**config.mk**
```make
export PLATFORM = sky130hd
export DESIGN_NAME = seq_mag_comparator
export DESIGN_NICKNAME = d
export VERILOG_FILES = /design/src/rtl/seq_mag_comparator_pkg.sv /design/src/rtl/seq_mag_comparator_digit_cmp.sv /design/src/rtl/seq_mag_comparator.sv
export SDC_FILE = /design/constraint.sdc
export NUM_CORES = 1
export LEC_CHECK = 0
export BUFFER_PORTS_ARGS = -buffer_cell sky130_fd_sc_hd__buf_2
export CORE_MARGIN = 3
export CORE_UTILIZATION = 50
export DETAILED_ROUTE_END_ITERATION = 6
export GPL_ROUTABILITY_DRIVEN = 0
export PLACE_DENSITY = 0.82
export SLEW_MARGIN = 5
export SYNTH_ARGS = -nofsm -noshare
export SYNTH_HDL_FRONTEND = slang
export SYNTH_SLANG_ARGS = --single-unit
```
**constraint.sdc**
```tcl
create_clock -name clk -period 3.4 [get_ports clk]
set_input_delay 0 -clock clk [delete_from_list [all_inputs] [get_ports clk]]
set_output_delay 0 -clock clk [all_outputs]
set_load 0.02 [all_outputs]
```
**src/rtl/seq_mag_comparator_pkg.sv**
```systemverilog
// Shared types for the sequential magnitude comparator: FSM state encoding,
// L/E/G result layout and a small sizing helper.
package seq_mag_comparator_pkg;

   typedef enum logic {
      ST_IDLE = 1'b0,
      ST_RUN  = 1'b1
   } state_t;

   // Result bits are always ordered {L, E, G}.
   typedef struct packed {
      logic l;
      logic e;
      logic g;
   } res_t;

   localparam res_t RES_NONE = 3'b000;
   localparam res_t RES_LT   = 3'b100;
   localparam res_t RES_EQ   = 3'b010;
   localparam res_t RES_GT   = 3'b001;

   // Index register width; a single-digit compare still needs a 1-bit register.
   function automatic int unsigned idx_width(input int unsigned ndig);
      return (ndig > 1) ? $clog2(ndig) : 1;
   endfunction

endpackage

```
**src/rtl/seq_mag_comparator_digit_cmp.sv**
```systemverilog
// Combinational DIGIT-bit magnitude comparator; the generalised form of the
// original 2-bit L/E/G comparator.
module digit_cmp #(
   parameter int unsigned DIGIT = 2
) (
   input  logic [DIGIT-1:0] a,
   input  logic [DIGIT-1:0] b,
   output logic             lt,
   output logic             eq,
   output logic             gt
);

   // Scan MSB-first; the first differing bit decides the order.
   always_comb begin
      lt = 1'b0;
      gt = 1'b0;
      for (int i = int'(DIGIT) - 1; i >= 0; i--) begin
         if (!lt && !gt) begin
            if (a[i] && !b[i]) begin
               gt = 1'b1;
            end else if (!a[i] && b[i]) begin
               lt = 1'b1;
            end
         end
      end
      eq = !lt && !gt;
   end

endmodule

```
**src/rtl/seq_mag_comparator.sv**
```systemverilog
// Multi-cycle MSB-first magnitude comparator with early exit on the first
// differing digit, unsigned or two's-complement, start/busy/done handshake.
module seq_mag_comparator
   import seq_mag_comparator_pkg::*;
#(
   parameter int unsigned WIDTH = 8,
   parameter int unsigned DIGIT = 2
) (
   input  logic             clk,
   input  logic             rst,
   input  logic             start,
   input  logic             signed_mode,
   input  logic [WIDTH-1:0] A,
   input  logic [WIDTH-1:0] B,
   output logic             busy,
   output logic             done,
   output logic             L,
   output logic             E,
   output logic             G
);

   localparam int unsigned NDIG = WIDTH / DIGIT;
   localparam int unsigned IW   = idx_width(NDIG);

   localparam logic [WIDTH-1:0] SIGN_MASK = WIDTH'(1) << (WIDTH - 1);
   localparam logic [IW-1:0]    IDX_TOP   = IW'(NDIG - 1);

   state_t          state_q;
   logic [IW-1:0]   idx_q;
   logic [WIDTH-1:0] a_q;
   logic [WIDTH-1:0] b_q;
   res_t            res_q;
   logic            done_q;

   logic [DIGIT-1:0] a_dig;
   logic [DIGIT-1:0] b_dig;
   logic             dig_lt;
   logic             dig_eq;
   logic             dig_gt;

   assign a_dig = a_q[idx_q*DIGIT +: DIGIT];
   assign b_dig = b_q[idx_q*DIGIT +: DIGIT];

   digit_cmp #(
      .DIGIT (DIGIT)
   ) u_digit_cmp (
      .a  (a_dig),
      .b  (b_dig),
      .lt (dig_lt),
      .eq (dig_eq),
      .gt (dig_gt)
   );

   always_ff @(posedge clk) begin
      if (rst) begin
         state_q <= ST_IDLE;
         idx_q   <= '0;
         a_q     <= '0;
         b_q     <= '0;
         res_q   <= RES_NONE;
         done_q  <= 1'b0;
      end else begin
         done_q <= 1'b0;
         unique case (state_q)
            ST_IDLE: begin
               if (start) begin
                  // Flipping the sign bits maps signed order onto unsigned order.
                  a_q     <= signed_mode ? (A ^ SIGN_MASK) : A;
                  b_q     <= signed_mode ? (B ^ SIGN_MASK) : B;
                  idx_q   <= IDX_TOP;
                  res_q   <= RES_NONE;
                  state_q <= ST_RUN;
               end
            end
            ST_RUN: begin
               if (dig_gt) begin
                  res_q   <= RES_GT;
                  done_q  <= 1'b1;
                  state_q <= ST_IDLE;
               end else if (dig_lt) begin
                  res_q   <= RES_LT;
                  done_q  <= 1'b1;
                  state_q <= ST_IDLE;
               end else if (dig_eq && (idx_q == '0)) begin
                  res_q   <= RES_EQ;
                  done_q  <= 1'b1;
                  state_q <= ST_IDLE;
               end else begin
                  idx_q <= idx_q - 1'b1;
               end
            end
            default: state_q <= ST_IDLE;
         endcase
      end
   end

   assign busy = (state_q == ST_RUN);
   assign done = done_q;
   assign L    = res_q.l;
   assign E    = res_q.e;
   assign G    = res_q.g;

endmodule

```
# Word-level counts from Yosys, hierarchy flattened
# Cells that the tools add are included.
[word_totals] ff_bits=23 output_inout_bits=5 wordCells=67 input_bits=20
[op_classes] muxes=28 shift=2 eq_ne=5 bitwise_logic=3 addsub=1 n_reduce_logical=20
[op_table] op="8-bit 2-to-1 mux" n=2
[op_table] op="8-bit by 4-bit indexed part select with 2-bit output" n=2
[op_table] op="1-bit 2-to-1 mux" n=15
[op_table] op="3-bit 2-to-1 mux" n=4
[op_table] op="1-bit logical NOT" n=8
[op_table] op="2-bit 2-to-1 mux" n=4
[op_table] op="2-bit != test (second input constant)" n=4
[op_table] op="1-bit logical AND" n=7
[op_table] op="3-bit case mux with 2 select lines" n=1
[op_table] op="4-bit by 1-bit != test with 1-bit output (second input constant)" n=1
[op_table] op="2-bit case mux with 2 select lines" n=1
[op_table] op="2-bit AND reduction" n=2
[op_table] op="4-bit AND reduction" n=1
[op_table] op="1-bit NOT" n=3
[op_table] op="2-bit logical NOT" n=1
[op_table] op="1-bit case mux with 2 select lines" n=1
[op_table] op="2-bit OR reduction" n=1
[op_table] op="2-bit by 1-bit subtractor with 2-bit output (second input constant)" n=1

# Longest topological paths before layout
# Gate-level depths: netlist of run 1.
[depth] word_depth=15 ltp_mapped=9 depth_no_buf=8

# Hierarchy
# A second synthesis of run 1 with hierarchy kept.
[unflattened] cells_unflattened=121 hier_area_um2=1066.0
[modules_own_cells] mod="seq_mag_comparator" area_per_inst_um2=988.4 seq_area_each_um2=460.4 cells_per_inst=111 n_inst=1
[modules_own_cells] mod="digit_cmp" area_per_inst_um2=77.6 seq_area_each_um2=0.0 cells_per_inst=10 n_inst=1

# Worst setup path before layout of run 1
# OpenSTA, ideal clock, no wires.
[synth_timing] path_type="register to register" from="register idx_q[0]" to="register idx_q[1]" t_arrival_ps=2370 setup_time_ps=91 t_required_ps=3309 path_buffers=1 setup_slack_ps=939 synth_period_minus_slack_ps=2461 path_stages_with_launch=9 path_cell_list="dfxtp_1 -> buf_6 -> mux4_1 -> ha_1 -> and2_1 -> a22o_1 -> a211oi_4 -> a211oi_1 -> a311oi_1"
[synth_between] elab_chain_cells=13 word_cells_on_any_way=35 classes_between="add/sub: 1; eq/ne: 3; shift: 2; mux: 12; reduce/logical: 17"
[synth_lines] element="from (decl)" line="seq_mag_comparator.sv:29" rtl="logic [IW-1:0] idx_q;"
[synth_lines] element="from (signal assigned)" line="seq_mag_comparator.sv:89" rtl="idx_q <= idx_q - 1'b1;"
[synth_lines] element="8-bit by 4-bit indexed part select with 2-bit output" line="seq_mag_comparator.sv:41" rtl="assign a_dig = a_q[idx_q*DIGIT +: DIGIT];"
[synth_lines] element="1-bit logical NOT" line="seq_mag_comparator_digit_cmp.sv:21" rtl="end else if (!a[i] && b[i]) begin"
[synth_lines] element="1-bit logical AND" line="seq_mag_comparator_digit_cmp.sv:21"
[synth_lines] element="1-bit 2-to-1 mux" line="seq_mag_comparator_digit_cmp.sv:21"
[synth_lines] element="1-bit 2-to-1 mux" line="seq_mag_comparator_digit_cmp.sv:19" rtl="if (a[i] && !b[i]) begin"
[synth_lines] element="1-bit 2-to-1 mux / 1-bit logical NOT (equally long branches)" line="seq_mag_comparator_digit_cmp.sv:21, seq_mag_comparator_digit_cmp.sv:18"
[synth_lines] element="1-bit 2-to-1 mux / 1-bit logical AND (equally long branches)" line="seq_mag_comparator_digit_cmp.sv:19, seq_mag_comparator_digit_cmp.sv:18"
[synth_lines] element="1-bit 2-to-1 mux" line="seq_mag_comparator_digit_cmp.sv:18" rtl="if (!lt && !gt) begin"
[synth_lines] element="1-bit logical NOT" line="seq_mag_comparator_digit_cmp.sv:26" rtl="eq = !lt && !gt;"
[synth_lines] element="1-bit logical AND" line="seq_mag_comparator_digit_cmp.sv:26"
[synth_lines] element="1-bit logical AND" line="seq_mag_comparator.sv:84" rtl="end else if (dig_eq && (idx_q == '0)) begin"
[synth_lines] element="2-bit != test (no line)"
[synth_lines] element="4-bit AND reduction (no line)"
# Several ways; a longest one is shown, not always the timed one. The select of a mux whose other input is x is not followed.
# A chain may end at the register's enable or synchronous reset.

# Worst setup path after layout of run 1
# Ends and elaborated chain as after synthesis.

==> reports/results.tsv, run 1 <==
stage	metric	value	unit
power	Pwr Total	583	uW
setup_path	Crit path required time	3640	ps
global_route	aggregate global-route resource usage	20.3	%
synthesis	register area share after synthesis	42.4	%
timing	minimum clock period	2820	ps
floorplanning	Die Width	52.6	um
synthesis	count leader, synth	nand2_1	
detailed_routing	DRT Pass-1 Iters	4	
clock_network	clock buffer depth	2	
detailed_routing	Met3 Routed Length	160	um
setup_path	number of cells on the critical path	7	
synthesis	Commonest cells post-synth	nand2_1, dfxtp_1, a21oi_1, nor2_1, inv_1	
timing	fmax	355	MHz
timing	max-slew violation count	0	
setup_path	Crit Path Class	flip-flop to flip-flop	
finish	antenna cells	0	
power	Leak Pwr	0.000587	uW
worst_hold_path	hold wc startpoint	start	
floorplanning	die height	52.6	um
clock_network	number of hold buffers added after cts	17	
synthesis	syn_nets	149	
synthesis	Syn Area/Cell	8.61	um2
synthesis	synthesized netlist cell count	126	
timing	RSZ-0062 raised after global routing	no	
synthesis	Synth warnings	0	
status	status	finished clean	
setup_path	worst-path cell chain	mux4_1 -> ha_1 -> and2_1 -> a22o_1 -> a211oi_4 -> a211oi_1 -> a311oi_1	
detailed_routing	routed wire length	2560	um
synthesis	ys async rst share	0	%
setup_path	Max FO, Critical Path	7	
detailed_routing	WL met2	1300	um
timing	Slew @ Worst Pin	490	ps
power	Power Density	414	nW/um2
clock_network	cts bufs inserted	3	
placed_design	placed cell area	1210	um2
detailed_routing	vias per inst	5.28	
floorplanning	Top Ports	25	
setup_path	data arrival time of the worst path	3050	ps
worst_hold_path	HP Class	input port to flip-flop	
global_route	total gr overflow	0	
job	max_cap viols	0	
global_route	largest net degree at the start of global routing	25	
clock_network	Post-CTS Resized	0	
synthesis	synthesized flop and latch total	23	
clock_network	Setup Buffers After CTS	0	
synthesis	number of synthesized flops with an enable pin	0	
finish	area grow syn2layout	29.6	%
setup_path	FF-to-FF path depth	7	
finish	layout cells sized above 1	18.2	%
floorplanning	initial cell density of the core	54.2	%
clock_network	level count of the clock H-tree	1	
finish	Final nets	189	
setup_path	RR Startpoint	idx_q[0]$_SDFFE_PP0P_	
detailed_routing	Vias	1013	
synthesis	synthesized area	1080	um2
timing	Clock Skew	13.5	ps
timing	period utilization	82.8	%
clock_network	CTS Root Cell	clkbuf_4	
synthesis	Synth Flop Type	dfxtp_1	
power	maximum vdd drop	354	uV
setup_path	CP Launch Type	flip-flop	
detailed_routing	1st-iter DRT viols	31	
setup_path	Crit path largest cell delay	630	ps
timing	setup TNS	0	ps
floorplanning	die area	2760	um2
setup_path	CP bufs+invs	0	
synthesis	Synth top area share	42.4	%
detailed_routing	wl on met1	1090	um
timing	final hold violation count	0	
detailed_routing	DRT antenna net count	0	
setup_path	Crit. Startpoint	idx_q[0]$_SDFFE_PP0P_	
floorplanning	Core ar.	2000	um2
clock_network	CTS tree	yes	
detailed_routing	Post-route DRC	0	
finish	cell area after layout	1410	um2
setup_path	Critical Path Slowest Stage Cell	mux4_1	
clock_network	Worst-Skew Late Latency	310	ps
detailed_routing	Routed WL per cell	13.3	um
setup_path	Largest delay share family, worst path	compound AO/OA/AOI/OAI gates	
timing	slew margin rel.	67.4	%
clock_network	CTS clk-pin slew, worst paths	130	ps
placed_design	HPWL after detailed placement	1560	um
synthesis	most area-consuming cells after synthesis	dfxtp_1, nand2_1, a21oi_1	
global_route	initial antenna violation count	0	
setup_path	Worst Setup End Kind	flip-flop	
timing	Final setup viols	0	
clock_network	clock sink count	23	
global_route	global-route wire length before repair	4120	um
worst_hold_path	WHS Path Cells	4	
global_route	number of global-route vias before repair	900	
synthesis	Distinct cells, synth	28	
floorplanning	Cell Rows	16	
synthesis	Synth area leader	dfxtp_1	
placed_design	port bufs	24	
detailed_routing	top sig layer	met4	
-- path summary, 6_finish.rpt --
path                            to  slack, ps
max          idx_q[1]$_SDFFE_PP0P_        580
min reg2reg    b_q[0]$_SDFFE_PP0P_        460
min                 L$_SDFFE_PP0P_         10
max reg2reg  idx_q[1]$_SDFFE_PP0P_        580
-- where the power goes --
| group | leakage (uW) | switching (uW) | internal [uW] |
|---|---|---|---|
| Combinational | 0.000383 | 78.0 | 71.4 |
| Sequential | 0.000189 | 18.4 | 289 |
| Clock | 0.0000150 | 80.0 | 45.8 |
-- per-layer routing --
| metal | vias up | global-route usage, % |
|---|---|---|
| li1 | 510 | - |
| met1 | 468 | 24.4 |
| met2 | 33 | 36.8 |
| met3 | 2 | 5.13 |
| met4 | 0 | 2.55 |
| met5 | - | 0 |
-- area by class of cell --
cell class,count,area [um2]
inverters,5,18.8
repair buffers,42,298
clock buffers,4,26.3
fillers,171,596
well taps,27,33.8
flip-flops and latches,23,460
multi-input cells,91,569
-- sequential cells by signal, indices dropped and copies added (netlist names) --
register  flops
busy          1
done          1
a_q           8
b_q           8
idx_q         2
E             1
G             1
L             1
-- cell usage in the layout (no fill, tap or decap), drive strengths merged, types with 4 or more instances in the layout --
cell type	count
inv	5
dfxtp	23
a211oi	4
nand2b	4
nor2	6
dlygate4sd3	17
clkbuf	4
buf	25
nand2	31
a21oi	18
-- cells by family (layout without fill, tap and decap cells) --
| group | after synthesis | in the layout | share of synthesized area (%) |
|---|---|---|---|
| adder cells (fa/ha/maj) | 3 | 3 | 3.46 |
| XOR/XNOR | 2 | 2 | 1.62 |
| AO/OA/AOI/OAI | 33 | 33 | 19.4 |
| AND/OR/NAND/NOR | 48 | 48 | 19.3 |
| multiplexers | 5 | 5 | 8.77 |
| flip-flops | 23 | 23 | 42.4 |
| buffers and inverters | 12 | 51 | 5.07 |
-- worst min-delay path, delay by kind of cell --
family                 cells  cell delay (ps)
buffers and inverters      1              100
AOI/OAI and AO/OA          1               60
and+or+nand+nor            2              130
-- stage by stage --
step,cells,worst slack [ps],hold slack (ps),utilization (%)
3_5_place_dp,171,652,248,60.4
6_report,192,584,14.6,70.3
5_1_grt,192,385,14.9,70.3
2_1_floorplan,126,939,136,-
3_3_place_gp,171,764,241,60.4
4_1_cts,192,621,15.3,70.3
(Power assumes the default switching activity.)
==> run 2, diff against run 1 <==
clock period = 2.9 ns   (was 3.4 ns; I/O delays follow)
==> run 2 against run 1 <==
  * Sequential power increased by 16%
  * Clock skew decreased by 7.2 ps
  * Worst hold slack improved by 76 ps
  * Non-clock buffer count increased by 3
  * First-iteration DRC count decreased by 35%
  * Largest cell class unchanged
  * Critical path depth unchanged
  * Critical path type unchanged
  * Core utilization increased by 1.4 points
  * Routed wire length decreased by 1.1%
==> reports/results.tsv, run 2 (synthesized netlist as in run 1, its figures left out) <==
stage	metric	value	unit	change
finish	layout cells sized above 1	18.5	%	+0.27 points
floorplanning	die height	52.6	um	unchanged
setup_path	critical register-to-register path endpoint	idx_q[1]$_SDFFE_PP0P_		
worst_hold_path	HP Class	input port to flip-flop		
setup_path	worst-path cell chain	mux4_1 -> ha_1 -> and2_1 -> a22o_1 -> a211oi_4 -> a211oi_1 -> a311oi_1		
setup_path	RR Startpoint	idx_q[0]$_SDFFE_PP0P_		
finish	top flop regs	a_q x8, b_q x8, idx_q x2		
detailed_routing	DRT antenna net count	0		unchanged
global_route	aggregate global-route resource usage	22.0	%	+1.7 points
clock_network	level count of the clock H-tree	1		unchanged
placed_design	port bufs	24		unchanged
placed_design	post-place setup slack	247	ps	-404 ps
setup_path	CP Launch Type	flip-flop		
finish	Core Util, Final	71.6	%	+1.4 points
setup_path	Worst Setup End Kind	flip-flop		
clock_network	CTS Root Cell	clkbuf_4		
global_route	total gr overflow	0		unchanged
power	Pwr Total	693	uW	+19%
detailed_routing	vias per inst	5.25		-0.47%
timing	worst hold slack	90.5	ps	+75.9 ps
clock_network	CTS tree	yes		
worst_hold_path	hold wc startpoint	rst		
clock_network	clock sink count	23		unchanged
timing	RSZ-0062 raised after global routing	no		
floorplanning	Core ar.	2000	um2	unchanged
timing	slew margin rel.	65.9	%	-1.5 points
floorplanning	Die Width	52.6	um	unchanged
power	maximum vdd drop	367	uV	+3.7%
setup_path	Max FO, Critical Path	6		-1
worst_hold_path	WHS Path Cells	2		-2
clock_network	Worst-Skew Late Latency	320	ps	about the same
setup_path	Crit path largest cell delay	620	ps	about the same
clock_network	Setup Buffers After CTS	0		unchanged
status	status	finished clean		
floorplanning	die area	2760	um2	unchanged
power	Leak Pwr	0.000600	uW	+2.3%
finish	most frequent cells in the layout	nand2_1, buf_2, dfxtp_1		
timing	Slew @ Worst Pin	512	ps	+22.4 ps
finish	antenna cells	0		unchanged
global_route	initial antenna violation count	0		unchanged
setup_path	FF-to-FF path depth	7		unchanged
timing	max-slew violation count	0		unchanged
setup_path	CP bufs+invs	0		unchanged
timing	period utilization	92.9	%	+10 points
finish	Final nets	192		+1.6%
floorplanning	Cell Rows	16		unchanged
floorplanning	Top Ports	25		unchanged
clock_network	clock buffer depth	2		unchanged
clock_network	CTS clk-pin slew, worst paths	120	ps	about the same
timing	fmax	371	MHz	+4.5%
clock_network	cts bufs inserted	3		unchanged
timing	minimum clock period	2690	ps	-121 ps
finish	area grow syn2layout	32.2	%	
detailed_routing	DRT Pass-1 Iters	4		unchanged
finish	leading cell type in the layout, fill and taps excluded	nand2_1		
setup_path	Crit Path Class	flip-flop to flip-flop		
worst_hold_path	Hold EP	b_q[1]$_SDFFE_PP0P_		
detailed_routing	Post-route DRC	0		unchanged
floorplanning	initial cell density of the core	54.2	%	unchanged
timing	Clock Skew	6.28	ps	-7.18 ps
timing	final setup margin	205	ps	-379 ps
detailed_routing	1st-iter DRT viols	20		-35%
global_route	global-route wire length before repair	4340	um	+5.4%
job	max_cap viols	0		unchanged
detailed_routing	routed wire length	2540	um	-1.1%
setup_path	Largest delay share family, worst path	compound AO/OA/AOI/OAI gates		
global_route	number of global-route vias before repair	966		+7.3%
timing	Final setup viols	0		unchanged
global_route	largest net degree at the start of global routing	25		unchanged
setup_path	Critical Path Slowest Stage Cell	mux4_1		
detailed_routing	Routed WL per cell	13.0	um	-2.6%
power	Power Density	483	nW/um2	+17%
setup_path	setup slack, reg-to-reg	210	ps	-380 ps
detailed_routing	Vias	1024		+1.1%
timing	final hold violation count	0		unchanged
setup_path	data arrival time of the worst path	2930	ps	-120 ps
setup_path	Crit path required time	3140	ps	-500 ps
placed_design	HPWL after detailed placement	1580	um	+1.1%
timing	setup TNS	0	ps	unchanged
## run 2: cell count changes in the layout (fill, tap and decap cells not counted)
cell           delta
buf_4             +1
dlygate4sd3_1     +2
## run 2: layout make-up
class	count	area [um2]
clock buffer	4	26.3
multi-input combinational	91	569
fill	156	568
timing repair buffer	45	325
sequential	23	460
tap	27	33.8
inverter	5	18.8
## run 2: worst max path at each step
stage / from / endpoint / slack, ps / cells past startpoint
floorplan: idx_q[0]$_SDFFE_PP0P_ / idx_q[1]$_SDFFE_PP0P_ / 440 / 8
detailed placement: idx_q[0]$_SDFFE_PP0P_ / idx_q[1]$_SDFFE_PP0P_ / 250 / 7
CTS: idx_q[0]$_SDFFE_PP0P_ / idx_q[1]$_SDFFE_PP0P_ / 210 / 7
finish: idx_q[0]$_SDFFE_PP0P_ / idx_q[1]$_SDFFE_PP0P_ / 210 / 7
global placement: idx_q[0]$_SDFFE_PP0P_ / idx_q[1]$_SDFFE_PP0P_ / 390 / 8
global route: idx_q[0]$_SDFFE_PP0P_ / idx_q[1]$_SDFFE_PP0P_ / 40 / 8
## run 2: stage by stage
stage | area [um2] | std cells
finish | 1430 | 195
CTS | 1430 | 195
detailed placement | 1220 | 172
global placement | 1220 | 172
global route | 1430 | 195
floorplan | 1080 | 126
## run 2: layer usage
metal	share of wire [%]	track usage [%]	vias to the layer above
met4	2.8	12.8	0
met3	3.8	3.70	7
met1	41	24.5	470
met5	0	0	-
li1	-	-	516
met2	52	38.6	31
## run 2: what timing repair did
action                                 CTS  global route
hold buffers                            19             0
endpoints found under the hold margin   17             0
resized for setup                        0             0
## run 2: where the power goes
| group | switching [uW] | internal [uW] | leakage, uW |
|---|---|---|---|
| combinational | 96.0 | 88.3 | 0.000396 |
| clock | 97.2 | 53.9 | 0.0000150 |
| sequential | 18.2 | 339 | 0.000189 |
